**config.mk**
```make
export PLATFORM = sky130hd
export DESIGN_NAME = i2s_tx_serializer_flat
export DESIGN_NICKNAME = d
export VERILOG_FILES = /design/src/rtl/audio_pkg.sv /design/src/rtl/i2s_tx_serializer_if.sv /design/src/rtl/i2s_tx_chan.sv /design/src/rtl/i2s_tx_serializer.sv /design/src/flat_wrapper.sv
export SDC_FILE = /design/constraint.sdc
export NUM_CORES = 1
export LEC_CHECK = 0
export ABC_AREA = 1
export CAP_MARGIN = 20
export CORE_MARGIN = 8
export CORE_UTILIZATION = 50
export DETAILED_ROUTE_END_ITERATION = 10
export GPL_TIMING_DRIVEN = 0
export HOLD_SLACK_MARGIN = 0.05
export PLACE_DENSITY = 0.68
export SLEW_MARGIN = 40
export SYNTH_ARGS = -nofsm -noshare
export SYNTH_HDL_FRONTEND = slang
export SYNTH_HIERARCHICAL = 1
export SYNTH_SLANG_ARGS = --single-unit
```
**constraint.sdc**
```tcl
create_clock -name MCLK -period 3.45 [get_ports MCLK]
set_clock_uncertainty 0.05 [all_clocks]
set_input_delay 0.69 -clock MCLK [delete_from_list [all_inputs] [get_ports MCLK]]
set_output_delay 0.69 -clock MCLK [all_outputs]
set_load 0.01 [all_outputs]
```
**src/rtl/audio_pkg.sv**
```systemverilog
// Shared constants and types for the I2S transmit path.
// The frame is 256 MCLK: two 32-bit slots of 4 MCLK per BCLK.
package audio_pkg;

    localparam int SAMPLE_W  = 24;
    localparam int SLOT_BITS = 32;
    localparam int FRAME_W   = 8;

    localparam logic [FRAME_W-1:0] LOAD_L = 8'h00;
    localparam logic [FRAME_W-1:0] LOAD_R = 8'h80;

    typedef logic [23:0] sample_t;

endpackage

```
**src/rtl/i2s_tx_serializer_if.sv**
```systemverilog
// Sample input / I2S output bundle for the serializer.
// The slave side is the serializer; the master side is the upstream source and the DAC pins.
interface i2s_tx_serializer_if;
    import audio_pkg::*;

    sample_t    DATA_LEFT_IN;
    sample_t    DATA_RIGHT_IN;
    logic       SAMPLING_POINT_LEFT_IN;
    logic       SAMPLING_POINT_RIGHT_IN;
    logic       MUTE;
    logic       I2S_BCLK;
    logic       I2S_LRCK;
    logic       I2S_SDATA;
    logic [1:0] UNDERRUN;
    logic [1:0] OVERRUN;

    modport master (
        output DATA_LEFT_IN, DATA_RIGHT_IN, SAMPLING_POINT_LEFT_IN,
               SAMPLING_POINT_RIGHT_IN, MUTE,
        input  I2S_BCLK, I2S_LRCK, I2S_SDATA, UNDERRUN, OVERRUN
    );

    modport slave (
        input  DATA_LEFT_IN, DATA_RIGHT_IN, SAMPLING_POINT_LEFT_IN,
               SAMPLING_POINT_RIGHT_IN, MUTE,
        output I2S_BCLK, I2S_LRCK, I2S_SDATA, UNDERRUN, OVERRUN
    );

endinterface

```
**src/rtl/i2s_tx_chan.sv**
```systemverilog
// One I2S channel: a one-entry holding buffer feeding a slot shift word.
// It also raises the underrun/overrun pulses and selects the serial bit for slot position bit_idx.
module i2s_tx_chan #(
    parameter int SAMPLE_W = 24,
    parameter int J_W      = 5
) (
    input  logic                clk,
    input  logic                rst,
    input  logic                strobe,
    input  logic [SAMPLE_W-1:0] data,
    input  logic                load,
    input  logic                mute,
    input  logic [J_W-1:0]      bit_idx,
    output logic                sdata,
    output logic                underrun,
    output logic                overrun
);

    localparam int IDX_W = $clog2(SAMPLE_W);

    logic [SAMPLE_W-1:0] hold_q, hold_d;
    logic [SAMPLE_W-1:0] shift_q, shift_d;
    logic                pend_q, pend_d;
    logic                underrun_q, underrun_d;
    logic                overrun_q, overrun_d;
    logic [IDX_W-1:0]    idx;

    always_ff @(posedge clk or posedge rst) begin
        if (rst) begin
            hold_q     <= '0;
            shift_q    <= '0;
            pend_q     <= 1'b0;
            underrun_q <= 1'b0;
            overrun_q  <= 1'b0;
        end else begin
            hold_q     <= hold_d;
            shift_q    <= shift_d;
            pend_q     <= pend_d;
            underrun_q <= underrun_d;
            overrun_q  <= overrun_d;
        end
    end

    // A strobe coinciding with the load bypasses the buffer and counts as fresh data.
    always_comb begin
        hold_d     = hold_q;
        shift_d    = shift_q;
        pend_d     = pend_q;
        underrun_d = 1'b0;
        overrun_d  = 1'b0;
        if (load && strobe) begin
            hold_d  = data;
            shift_d = mute ? '0 : data;
            pend_d  = 1'b0;
        end else if (load) begin
            shift_d    = mute ? '0 : hold_q;
            pend_d     = 1'b0;
            underrun_d = !pend_q;
        end else if (strobe) begin
            hold_d    = data;
            pend_d    = 1'b1;
            overrun_d = pend_q;
        end
    end

    // Slot position 0 is the I2S delay bit; positions past the word are padding.
    always_comb begin
        sdata = 1'b0;
        idx   = '0;
        if (int'(bit_idx) >= 1 && int'(bit_idx) <= SAMPLE_W) begin
            idx   = IDX_W'(SAMPLE_W - int'(bit_idx));
            sdata = shift_q[idx];
        end
    end

    assign underrun = underrun_q;
    assign overrun  = overrun_q;

endmodule

```
**src/rtl/i2s_tx_serializer.sv**
```systemverilog
// I2S transmitter top: frame counter, BCLK/LRCK generation and SDATA selection.
// The two channel buffers are instantiated below; every output pin is a flop.
module i2s_tx_serializer #(
    parameter int SAMPLE_W  = audio_pkg::SAMPLE_W,
    parameter int SLOT_BITS = audio_pkg::SLOT_BITS
) (
    input  logic                MCLK,
    input  logic                RESET,
    i2s_tx_serializer_if.slave  bus
);
    import audio_pkg::*;

    localparam int J_W = $clog2(SLOT_BITS);

    logic [FRAME_W-1:0] c_q, c_d;
    logic               bclk_q, bclk_d;
    logic               lrck_q, lrck_d;
    logic               sdata_q, sdata_d;
    logic [J_W-1:0]     bit_idx;
    logic               load_l, load_r;
    logic               sdata_l, sdata_r;
    logic               underrun_l, underrun_r;
    logic               overrun_l, overrun_r;

    always_ff @(posedge MCLK or posedge RESET) begin
        if (RESET) begin
            c_q     <= 8'hFF;
            bclk_q  <= 1'b0;
            lrck_q  <= 1'b0;
            sdata_q <= 1'b0;
        end else begin
            c_q     <= c_d;
            bclk_q  <= bclk_d;
            lrck_q  <= lrck_d;
            sdata_q <= sdata_d;
        end
    end

    // Everything is decoded from the next count so the output flops line up with c.
    always_comb begin
        c_d     = c_q + FRAME_W'(1);
        bclk_d  = c_d[1];
        lrck_d  = c_d[FRAME_W-1];
        bit_idx = c_d[FRAME_W-2:2];
        load_l  = (c_d == LOAD_L);
        load_r  = (c_d == LOAD_R);
        sdata_d = lrck_d ? sdata_r : sdata_l;
    end

    i2s_tx_chan #(
        .SAMPLE_W (SAMPLE_W),
        .J_W      (J_W)
    ) u_chan_l (
        .clk      (MCLK),
        .rst      (RESET),
        .strobe   (bus.SAMPLING_POINT_LEFT_IN),
        .data     (bus.DATA_LEFT_IN),
        .load     (load_l),
        .mute     (bus.MUTE),
        .bit_idx  (bit_idx),
        .sdata    (sdata_l),
        .underrun (underrun_l),
        .overrun  (overrun_l)
    );

    i2s_tx_chan #(
        .SAMPLE_W (SAMPLE_W),
        .J_W      (J_W)
    ) u_chan_r (
        .clk      (MCLK),
        .rst      (RESET),
        .strobe   (bus.SAMPLING_POINT_RIGHT_IN),
        .data     (bus.DATA_RIGHT_IN),
        .load     (load_r),
        .mute     (bus.MUTE),
        .bit_idx  (bit_idx),
        .sdata    (sdata_r),
        .underrun (underrun_r),
        .overrun  (overrun_r)
    );

    assign bus.I2S_BCLK  = bclk_q;
    assign bus.I2S_LRCK  = lrck_q;
    assign bus.I2S_SDATA = sdata_q;
    assign bus.UNDERRUN  = {underrun_r, underrun_l};
    assign bus.OVERRUN   = {overrun_r, overrun_l};

endmodule

```
**src/flat_wrapper.sv**
```systemverilog
// flat-port wrapper written by rule: the top's interface ports become plain ports
module i2s_tx_serializer_flat import audio_pkg::*;
#(
    parameter int SAMPLE_W  = audio_pkg::SAMPLE_W,
    parameter int SLOT_BITS = audio_pkg::SLOT_BITS
)
  (MCLK, RESET, bus_DATA_LEFT_IN, bus_DATA_RIGHT_IN, bus_SAMPLING_POINT_LEFT_IN, bus_SAMPLING_POINT_RIGHT_IN, bus_MUTE, bus_I2S_BCLK, bus_I2S_LRCK, bus_I2S_SDATA, bus_UNDERRUN, bus_OVERRUN);
  i2s_tx_serializer_if bus_i ();
  input  logic MCLK;
  input  logic RESET;
  input wire logic [$bits(bus_i.DATA_LEFT_IN)-1:0] bus_DATA_LEFT_IN;
  input wire logic [$bits(bus_i.DATA_RIGHT_IN)-1:0] bus_DATA_RIGHT_IN;
  input wire logic [$bits(bus_i.SAMPLING_POINT_LEFT_IN)-1:0] bus_SAMPLING_POINT_LEFT_IN;
  input wire logic [$bits(bus_i.SAMPLING_POINT_RIGHT_IN)-1:0] bus_SAMPLING_POINT_RIGHT_IN;
  input wire logic [$bits(bus_i.MUTE)-1:0] bus_MUTE;
  output wire logic [$bits(bus_i.I2S_BCLK)-1:0] bus_I2S_BCLK;
  output wire logic [$bits(bus_i.I2S_LRCK)-1:0] bus_I2S_LRCK;
  output wire logic [$bits(bus_i.I2S_SDATA)-1:0] bus_I2S_SDATA;
  output wire logic [$bits(bus_i.UNDERRUN)-1:0] bus_UNDERRUN;
  output wire logic [$bits(bus_i.OVERRUN)-1:0] bus_OVERRUN;
  assign bus_i.DATA_LEFT_IN = bus_DATA_LEFT_IN;
  assign bus_i.DATA_RIGHT_IN = bus_DATA_RIGHT_IN;
  assign bus_i.SAMPLING_POINT_LEFT_IN = bus_SAMPLING_POINT_LEFT_IN;
  assign bus_i.SAMPLING_POINT_RIGHT_IN = bus_SAMPLING_POINT_RIGHT_IN;
  assign bus_i.MUTE = bus_MUTE;
  assign bus_I2S_BCLK = bus_i.I2S_BCLK;
  assign bus_I2S_LRCK = bus_i.I2S_LRCK;
  assign bus_I2S_SDATA = bus_i.I2S_SDATA;
  assign bus_UNDERRUN = bus_i.UNDERRUN;
  assign bus_OVERRUN = bus_i.OVERRUN;
  i2s_tx_serializer #(.SAMPLE_W(SAMPLE_W), .SLOT_BITS(SLOT_BITS)) u_core (.MCLK(MCLK), .RESET(RESET), .bus(bus_i));
endmodule
```
==> metrics.md, run 1 <==
| Metric | Value |
|---|---|
| Status | `completed` |
| Cell Area, Placed | `0.00599 mm²` |
| DRT iter0 DRCs | `181` |
| Startpoint types | `register` |
| #FFs+latches synth | `113` |
| Max VDD drop | `0.000309 V` |
| Top-count cell post-synth | `nand2_1` |
| Slowest stage delay, CP | `0.56 ns` |
| Core area | `0.0102 mm²` |
| Pre-Repair DR Iteration Count | `5` |
| Cell chain of the critical path | `ha_1 -> xor2_2 -> inv_2 -> buf_6 -> ha_1 -> inv_1 -> nand3_1 -> nand2_1 -> nand2_1 -> nand3b_1 -> nand2_1 -> inv_1 -> nor2_1 -> nand2_1 -> nand2_1` |
| Avg Inst Size Synth | `8.35 µm²` |
| Layout area overhead | `27.7%` |
| Post-DR vias/cell | `5.10` |
| Chip Height | `118 µm` |
| Diode count | `0` |
| IO Count | `60` |
| Worst-path fanout max | `11` |
| Yosys top cell area share | `50.6%` |
| DR DRC count | `0` |
| Worst slew margin | `56.4%` |
| Crit path max-delay cell type | `dfstp_2` |
| IO Port Bufs | `57` |
| Vias in the first global route | `4436` |
| Hold WS | `0.418 ns` |
| First-pass GRT wire length | `20900 µm` |
| RSZ-0062 raised after global routing | `false` |
| YS warnings | `6` |
| Async set-or-reset flop fraction in the synthesized netlist | `100%` |
| CTS tree | `yes` |
| WP data arrival | `3.49 ns` |
| Setup_tns | `0 ns` |
| Clock Latency Late Sink | `0.50 ns` |
| CTS buffer count | `17` |
| Routed len/inst | `14.2 µm` |
| Layout Cells excl Fill | `848` |
| Post-CTS Resized | `0` |
| Final setup fails | `0` |
| HPWL Detailed | `8430 µm` |
| Power, Total | `3.53 mW` |
| Site Rows | `37` |
| Post-synth EDFFs | `0` |
| Distinct cells, synth | `28` |
| Fin crit share | `89.9%` |
| Worst Hold Class | `register to register` |
| Crit path kind | `register to register` |
| Pleak | `3.26 nW` |
| Via count | `4329` |
| Antenna Violating Nets Remaining | `0` |
| Primary FF master, synth | `dfrtp_1` |
| Worst Max-Slew Pin Slew | `0.654 ns` |
| Root buffer cell | `clkbuf_8` |
| Synth area leader | `dfrtp_1` |
| GR Overflow Total | `0` |
| H-tree depth | `4` |
| Initial Util | `50.8%` |
| Dpl cells | `817` |
| Worst reg2reg path depth | `15` |
| # hold bufs at CTS | `0` |
| Final core area utilization | `64.9%` |
| Worst setup margin | `0.347 ns` |
| Dpl ws | `0.389 ns` |
| Die area | `0.0139 mm²` |
| Most frequent cells after synthesis | `nand2_1 (215), dfrtp_1 (105), nor2_1 (92), nand3_1 (44), inv_1 (43)` |
| Fin nets | `758` |
| Sequential fraction of the synthesis area | `54.6%` |
| Highest clock rate | `0.322 GHz` |
| Initial antenna violation count | `0` |
| Hold Vio Cnt, Final | `0` |
| Postcts setup bufs | `0` |
| Post-Synthesis Cells | `622` |
| WHS Path Cells | `2` |
| CP required | `3.84 ns` |
| Post-Syn Nets | `680` |
| Post-Route WL | `12000 µm` |
| CTS max path bufs | `2` |
| Layout cell share with drive strength beyond 1 | `10.4%` |
| GRT Resource Usage Total | `18.2%` |
| Num Clock Sinks | `113` |
| Dominant cells by area after synthesis | `dfrtp_1 (51%), nand2_1 (16%), nor2_1 (6.6%)` |
| Min Tclk post-route | `3.10 ns` |
| Critical Path Most Common Cell | `nand2_1` |
| PwrDens | `532 mW/mm²` |
| Design area | `0.00664 mm²` |
| Chip width | `118 µm` |
| # Max-Cap Violations | `0` |
| Fill cells | `870` |
| Fin. max-slew vios | `0` |
| Largest net degree at the start of global routing | `46` |
| Reg clk slew, reported paths | `0.06 ns` |
| Placer congestion estimate | `0.818` |
| CP Capture Type | `register` |
| Mapped Area | `0.00520 mm²` |
==> layer usage <==
| layer | share of wire [%] | vias up | global-route usage [%] |
|---|---|---|---|
| met2 | 45 | 114 | 28.0 |
| met4 | 0.61 | 0 | 5.44 |
| met5 | 0 | - | 0 |
| met3 | 5.2 | 6 | 4.99 |
| li1 | - | 2137 | - |
| met1 | 49 | 2072 | 24.5 |
==> where the power goes <==
group,internal [mW],switching [mW],leakage (nW)
sequential,1.38,0.0221,1.23
clock,1.33,0.581,0.304
combinational,0.102,0.112,1.73
==> logic make-up after synthesis <==
logic type | count (synthesis) | share of synthesized area [%]
xor gates and xnor gates | 1 | 0.169
AOI/OAI and AO/OA | 54 | 7.61
DFF | 113 | 54.6
adders and majority gates | 5 | 1.20
buffers and inverters | 80 | 7.58
and+or+nand+nor | 369 | 28.8
==> cell usage in the layout (no fill, tap or decap), drive strengths merged, types with 3 or more instances in the layout <==
cell type,Yosys,final
a21oi,4,4
a22o,12,12
buf,21,23
bufinv,0,6
clkbuf,8,29
clkdlybuf4s50,0,57
clkinv,2,3
clkinvlp,0,3
dfrtp,105,105
dfstp,8,8
ha,5,5
inv,49,49
nand2,217,217
nand3,44,44
nor2,94,94
nor3,8,8
o21ai,16,16
o41ai,20,20
==> state kept, by name, summed over array words and instances (netlist names) <==
register / cells
u_core/bus.I2S_LRCK: 1
u_core/u_chan_r/overrun: 1
u_core/u_chan_r/shift_q: 24
u_core/u_chan_l/pend_q: 1
u_core/u_chan_l/underrun: 1
u_core/u_chan_l/hold_q: 24
u_core/bus.I2S_SDATA: 1
u_core/u_chan_r/hold_q: 24
u_core/u_chan_r/underrun: 1
u_core/bus.I2S_BCLK: 1
u_core/u_chan_l/shift_q: 24
u_core/c_q: 8
u_core/u_chan_r/pend_q: 1
u_core/u_chan_l/overrun: 1
==> critical path, delay by kind of cell, from the launching register on <==
kind,cells,cell delay (ns)
AND/OR/NAND/NOR,8,0.60
adder cells (fa/ha/maj),2,0.70
XOR/XNOR,1,0.55
flip-flops,1,0.56
buffers and inverters,4,0.56
==> cell type report <==
cell class                 instances  area (µm²)  area share [%]
clock buffer                      21         439            6.62
multi-input combinational        429        1970            29.7
clock inverter                    10         208            3.13
sequential                       113        2840            42.8
inverter                          51         196            2.96
timing repair buffer              59         611            9.20
tap                              136         170            2.56
buffer                            29         203            3.05
==> worst paths after layout <==
| check | start | slack (ns) | to |
|---|---|---|---|
| min in group asynchronous | RESET | 0.48 | u_core/u_chan_r/hold_q[23]$_DFFE_PP0P_ |
| min reg2reg | u_core/u_chan_r/hold_q[16]$_DFFE_PP0P_ | 0.42 | u_core/u_chan_r/hold_q[16]$_DFFE_PP0P_ |
| max reg2reg | u_core/c_q[0]$_DFF_PP1_ | 0.35 | u_core/bus.I2S_SDATA$_DFF_PP0_ |
| max | u_core/c_q[0]$_DFF_PP1_ | 0.35 | u_core/bus.I2S_SDATA$_DFF_PP0_ |
| min | u_core/u_chan_r/hold_q[16]$_DFFE_PP0P_ | 0.42 | u_core/u_chan_r/hold_q[16]$_DFFE_PP0P_ |
| max in group asynchronous | RESET | 2.39 | u_core/c_q[2]$_DFF_PP1_ |
(Power assumes the default switching activity.)
==> inputs of run 2 (changes only) <==
- CTS_CLUSTER_DIAMETER: default -> 40
==> results of run 2 <==
No change in the layout: final DEF, timing and power equal those of run 1.
==> patch 1 (settings of run 1) <==
Put a register stage on the output `bus.UNDERRUN`. The value now appears one clock later.
--- a/src/rtl/i2s_tx_serializer.sv
+++ b/src/rtl/i2s_tx_serializer.sv
@@ -83,5 +83,7 @@
     assign bus.I2S_LRCK  = lrck_q;
     assign bus.I2S_SDATA = sdata_q;
-    assign bus.UNDERRUN  = {underrun_r, underrun_l};
+    always_ff @(posedge MCLK) begin
+        bus.UNDERRUN <= {underrun_r, underrun_l};
+    end
     assign bus.OVERRUN   = {overrun_r, overrun_l};
 
Formal check against the unedited RTL: not equivalent (Yosys sat finds a counterexample within 4 cycles, from zero or initial values and one cycle with RESET high).
==> patch 1 against run 1 <==
Setup slack improved by 0.021 ns; die area rose by 0.42%; synthesized area rose by 0.48%; design area fell by 0.62%; synthesized cell count did not move; sequential cell count rose by 2; global-route usage fell by 0.44 points; power fell by 5.3%; routed wire length fell by 1.4%; hold slack got worse by 0.13 ns; first-iteration DRC count rose by 31%; combinational power barely moved; critical endpoint unchanged.
==> patch 1: results (changes against run 1) <==
gr usage total=17.7% (was 18.2%); Clock Root Buffer=clkbuf_8 (unchanged); top cells by count, synth=215 x nand2_1, 105 x dfrtp_1, 92 x nor2_1, 44 x nand3_1, 43 x inv_1 (unchanged); worst skew pair latency=0.51 ns; Relative slew margins=57.1% (was 56.4%); Initial DRC Count=238 (was 181); R2R Path Start=u_core/c_q[0] (unchanged); routed len/inst=14.0 um (was 14.2 um); Layout fillers=865 (was 870); CP Max Fanout=11 (unchanged); P_leak=3.25 nW (was 3.26 nW); WP data arrival=3.47 ns (was 3.49 ns); Placement Cell Area=6010 um2 (was 5990 um2); total vias in the final route=4277 (was 4329); initial antenna violation count=0 (unchanged); post-CTS sizing=0 (unchanged); maximum vdd ir drop=0.000363 V (was 0.000309 V); DP Worst Slack=0.378 ns (was 0.389 ns); Num CTS Buffers=17 (unchanged); first-pass GRT wire length=20400 um (was 20900 um); hpwl dp=8420 um (was 8430 um); yosys warns=6 (unchanged); largest net degree at the start of global routing=46 (unchanged); vias in the first global route=4282 (was 4436); Cell variety after synth=29 (was 28); asr flop ratio synth=98.3% (was 100%); Post-CTS Setup Bufs=0 (unchanged); Layout Nets=758 (unchanged); RePlAce Congestion=0.827 (was 0.818); H-tree Lvls=4 (unchanged); sequential area share after synthesis=55.1% (was 54.6%); Area contributors post-synth=dfrtp_1 50%, nand2_1 15%, nor2_1 6.6%, nand3_1 4.2%, dfstp_2 4.0% (was dfrtp_1 51%, nand2_1 16%, nor2_1 6.6%, nand3_1 4.2%, dfstp_2 4.0%); outcome=complete, no violations (unchanged); Reg clk slew, reported paths=0.06 ns (about the same); hold path startpoint=u_core/u_chan_l/underrun (was u_core/u_chan_r/hold_q[16])
==> patch 1: changes by cell type in the layout (fill, tap and decap cells not counted), sizes merged <==
cell,run 1,this run
clkinv,3,8
bufinv,6,3
clkinvlp,3,2
dfxtp,0,2
clkbuf,29,28
buf,23,21
==> patch 1: kinds of logic (layout without fill, tap and decap cells) <==
family                     after synthesis  count (layout)  share of synthesized area (%)
and+or+nand+nor                        369             369                           28.7
DFF                                    115             115                           55.1
buffers and inverters                   78             168                           7.26
AOI/OAI and AO/OA                       54              54                           7.57
adders and majority gates                5               5                           1.20
xor gates and xnor gates                 1               1                          0.168
==> patch 1: cell type report <==
cell class              instances  area, um2  share of cell area (%)
flip-flops and latches        115       2880                    43.6
inverters                      51        196                    2.98
well taps                     136        170                    2.58
clock buffers                  20        445                    6.75
plain buffers                  27        188                    2.85
repair buffers                 59        611                    9.26
multi-input cells             429       1970                    29.9
clock inverters                11        135                    2.05
==> patch 1: path summary, 6_finish.rpt <==
path                       slack (ns)                           to  cells after the start
max                              0.37         u_core/bus.I2S_SDATA                     15
min                              0.29       u_core/bus.UNDERRUN[0]                      0
max reg2reg                      0.37         u_core/bus.I2S_SDATA                     15
min reg2reg                      0.29       u_core/bus.UNDERRUN[0]                      0
max in group asynchronous        2.42  u_core/u_chan_l/shift_q[12]                      3
min in group asynchronous        0.48  u_core/u_chan_r/shift_q[18]                      2
==> patch 1: critical path: stages, from the launching register on <==
cell and delay (ns):
dfstp_2 0.56, ha_1 0.27, xor2_2 0.54, inv_2 0.16
buf_6 0.18, ha_1 0.42, inv_1 0.17, nand3_1 0.12
nand2_1 0.07, nand2_1 0.06, nand3b_1 0.07, nand2_1 0.06
inv_1 0.03, nor2_1 0.12, nand2_1 0.07, nand2_1 0.07
==> patch 1: stage by stage <==
step / util [%] / std cells
global placement: 58.3 / 815
finish: 64.5 / 848
floorplan: - / 622
detailed placement: 58.8 / 817
global route: 64.5 / 848
CTS: 64.5 / 848
==> patch 1: power by group <==
part	switching [W]	internal (W)
logic	0.000112	0.000102
registers	0.0000221	0.00141
clock network	0.000579	0.00112
==> patch 1: metal layers <==
metal / vias up / part of all wire [%] / GRT usage, %
li1: 2147 / - / -
met1: 2026 / 48 / 23.8
met2: 90 / 47 / 27.0
met3: 14 / 4.2 / 4.38
met4: 0 / 1.1 / 7.21
met5: - / 0 / 0
==> patch 2 (flow settings as in run 1) <==
Without the edit above. `hold_q` no longer has a reset.
--- a/src/rtl/i2s_tx_chan.sv
+++ b/src/rtl/i2s_tx_chan.sv
@@ -28,5 +28,4 @@
     always_ff @(posedge clk or posedge rst) begin
         if (rst) begin
-            hold_q     <= '0;
             shift_q    <= '0;
             pend_q     <= 1'b0;
@@ -34,5 +33,4 @@
             overrun_q  <= 1'b0;
         end else begin
-            hold_q     <= hold_d;
             shift_q    <= shift_d;
             pend_q     <= pend_d;
@@ -40,4 +38,8 @@
             overrun_q  <= overrun_d;
         end
+    end
+
+    always_ff @(posedge clk) begin
+        hold_q <= hold_d;
     end
 
Behaviour: not the same (Yosys sat finds a counterexample within 10 cycles, from zero or initial values and one cycle with RESET high).
==> patch 2 against run 1 <==
Routed wire length is 3.8% lower; first-iteration DRC count is 16% higher; design area is 2.0% lower; synthesized area is 1.5% lower; setup slack better by 0.021 ns; power is 3.3% lower; sequential cell count stayed put; largest cell class unchanged; highest routed layer unchanged.
==> patch 2: results (changes against run 1) <==
Initial DRC Count=210 (was 181); DP Cell Count=739 (was 817); Net Count, Synth=604 (was 680); drt pass-1 iters=8 (was 5); post-CTS sizing=0 (unchanged); R2R Path Start=u_core/c_q[0] (unchanged); post-synthesis cell count=546 (was 622); mux share of post-synthesis cell area=0% (unchanged); Num CTS Buffers=17 (unchanged); Met1 Wirelength=5470 um (was 5890 um); largest net degree at the start of global routing=28 (was 46); initial antenna violation count=0 (unchanged); met3 WL=574 um (was 623 um); vias in the first global route=4162 (was 4436); Area contributors post-synth=edfxtp_1 28%, dfrtp_1 28%, nand2_1 8.7%, o21ai_0 7.4%, nor2_1 4.3% (was dfrtp_1 51%, nand2_1 16%, nor2_1 6.6%, nand3_1 4.2%, dfstp_2 4.0%); gr usage total=18.2% (about the same); Slowest-stage cell, CP=dfstp_2 (unchanged); diode count=0 (unchanged); Non-Filler Instances=771 (was 848); WP data arrival=3.42 ns (was 3.49 ns); drt via density=5.24 (was 5.10); number of flops mapped to enable cells by yosys=48 (was 0); Reg clk slew, reported paths=0.05 ns; Post-CTS Setup Bufs=0 (unchanged); grt met3 use=4.10% (was 4.99%); Placement Cell Area=5870 um2 (was 5990 um2); H-tree Lvls=4 (unchanged); first-pass GRT wire length=19500 um (was 20900 um); synthesized-area fraction occupied by adder cells=1.22% (was 1.20%); outcome=complete, no violations (unchanged); P_leak=2.89 nW (was 3.26 nW); Clock Root Buffer=clkbuf_8 (unchanged); top cells by count, synth=119 x nand2_1, 76 x o21ai_0, 58 x nor2_1, 57 x dfrtp_1, 48 x edfxtp_1 (was 215 x nand2_1, 105 x dfrtp_1, 92 x nor2_1, 44 x nand3_1, 43 x inv_1); Worst Setup EP=u_core/bus.I2S_SDATA (unchanged); worst skew pair latency=0.50 ns (about the same); Layout fillers=857 (was 870); routed len/inst=15.0 um (was 14.2 um); sequential area share after synthesis=60.1% (was 54.6%); hpwl dp=7800 um (was 8430 um); setup slack, reg-to-reg=0.37 ns (was 0.35 ns); RePlAce Congestion=0.813 (was 0.818); met2 WL=5450 um (about the same); Layout Nets=680 (was 758); DR top layer=met4 (unchanged); Worst Tran Pin Value=0.669 ns (was 0.654 ns); xor/xnor share of the synthesized area=0.171% (was 0.169%); met1 Usage GRT=24.8% (was 24.5%); GR Layer Usage met2=28.0% (about the same); share of cells above drive strength 1=13.2% (was 10.4%); hold path startpoint=u_core/u_chan_l/pend_q (was u_core/u_chan_r/hold_q[16]); maximum vdd ir drop=0.000254 V (was 0.000309 V); asr flop ratio synth=57.5% (was 100%); post-synthesis compound-gate area fraction=10.5% (was 7.61%)
==> patch 2: cell types whose count changed after synthesis, moves of 16 or more <==
cell             run 1  this run
nand2_1            215       119
o21ai_0             16        76
dfrtp_1            105        57
edfxtp_1             0        48
nor2_1              92        58
o41ai_1             20         0
o22ai_1              0        16
==> patch 2: worst min path at each step <==
stage | to | slack [ns] | depth (start not counted)
6_report | u_core/u_chan_l/underrun | 0.40 | 1
5_1_grt | u_core/u_chan_l/underrun | 0.41 | 1
4_1_cts | u_core/u_chan_r/underrun | 0.41 | 1
3_5_place_dp | u_core/u_chan_r/underrun | 0.38 | 1
3_3_place_gp | u_core/u_chan_l/underrun | 0.37 | 1
2_1_floorplan | u_core/u_chan_l/underrun | 0.36 | 1
==> patch 2: layout make-up <==
| cell class | instances | area (um2) | area share, % |
|---|---|---|---|
| buffer | 29 | 173 | 2.66 |
| clock inverter | 9 | 155 | 2.39 |
| tap | 136 | 170 | 2.62 |
| sequential | 113 | 3080 | 47.3 |
| clock buffer | 23 | 467 | 7.18 |
| timing repair buffer | 57 | 571 | 8.77 |
| multi-input combinational | 355 | 1710 | 26.2 |
| inverter | 49 | 184 | 2.83 |
==> patch 2: where the power goes <==
| part | internal (W) | switching (W) | leakage (nW) |
|---|---|---|---|
| clock | 0.00123 | 0.000580 | 0.292 |
| sequential | 0.00146 | 0.0000116 | 1.08 |
| combinational | 0.0000660 | 0.0000728 | 1.52 |
==> patch 2: metrics by stage <==
stage                     worst slack [ns]  power, W
after floorplan                      0.643   0.00154
after global placement             -0.0999   0.00163
after detailed placement             0.234   0.00164
after CTS                            0.201   0.00345
after global routing                 0.114   0.00353
final                                0.368   0.00342
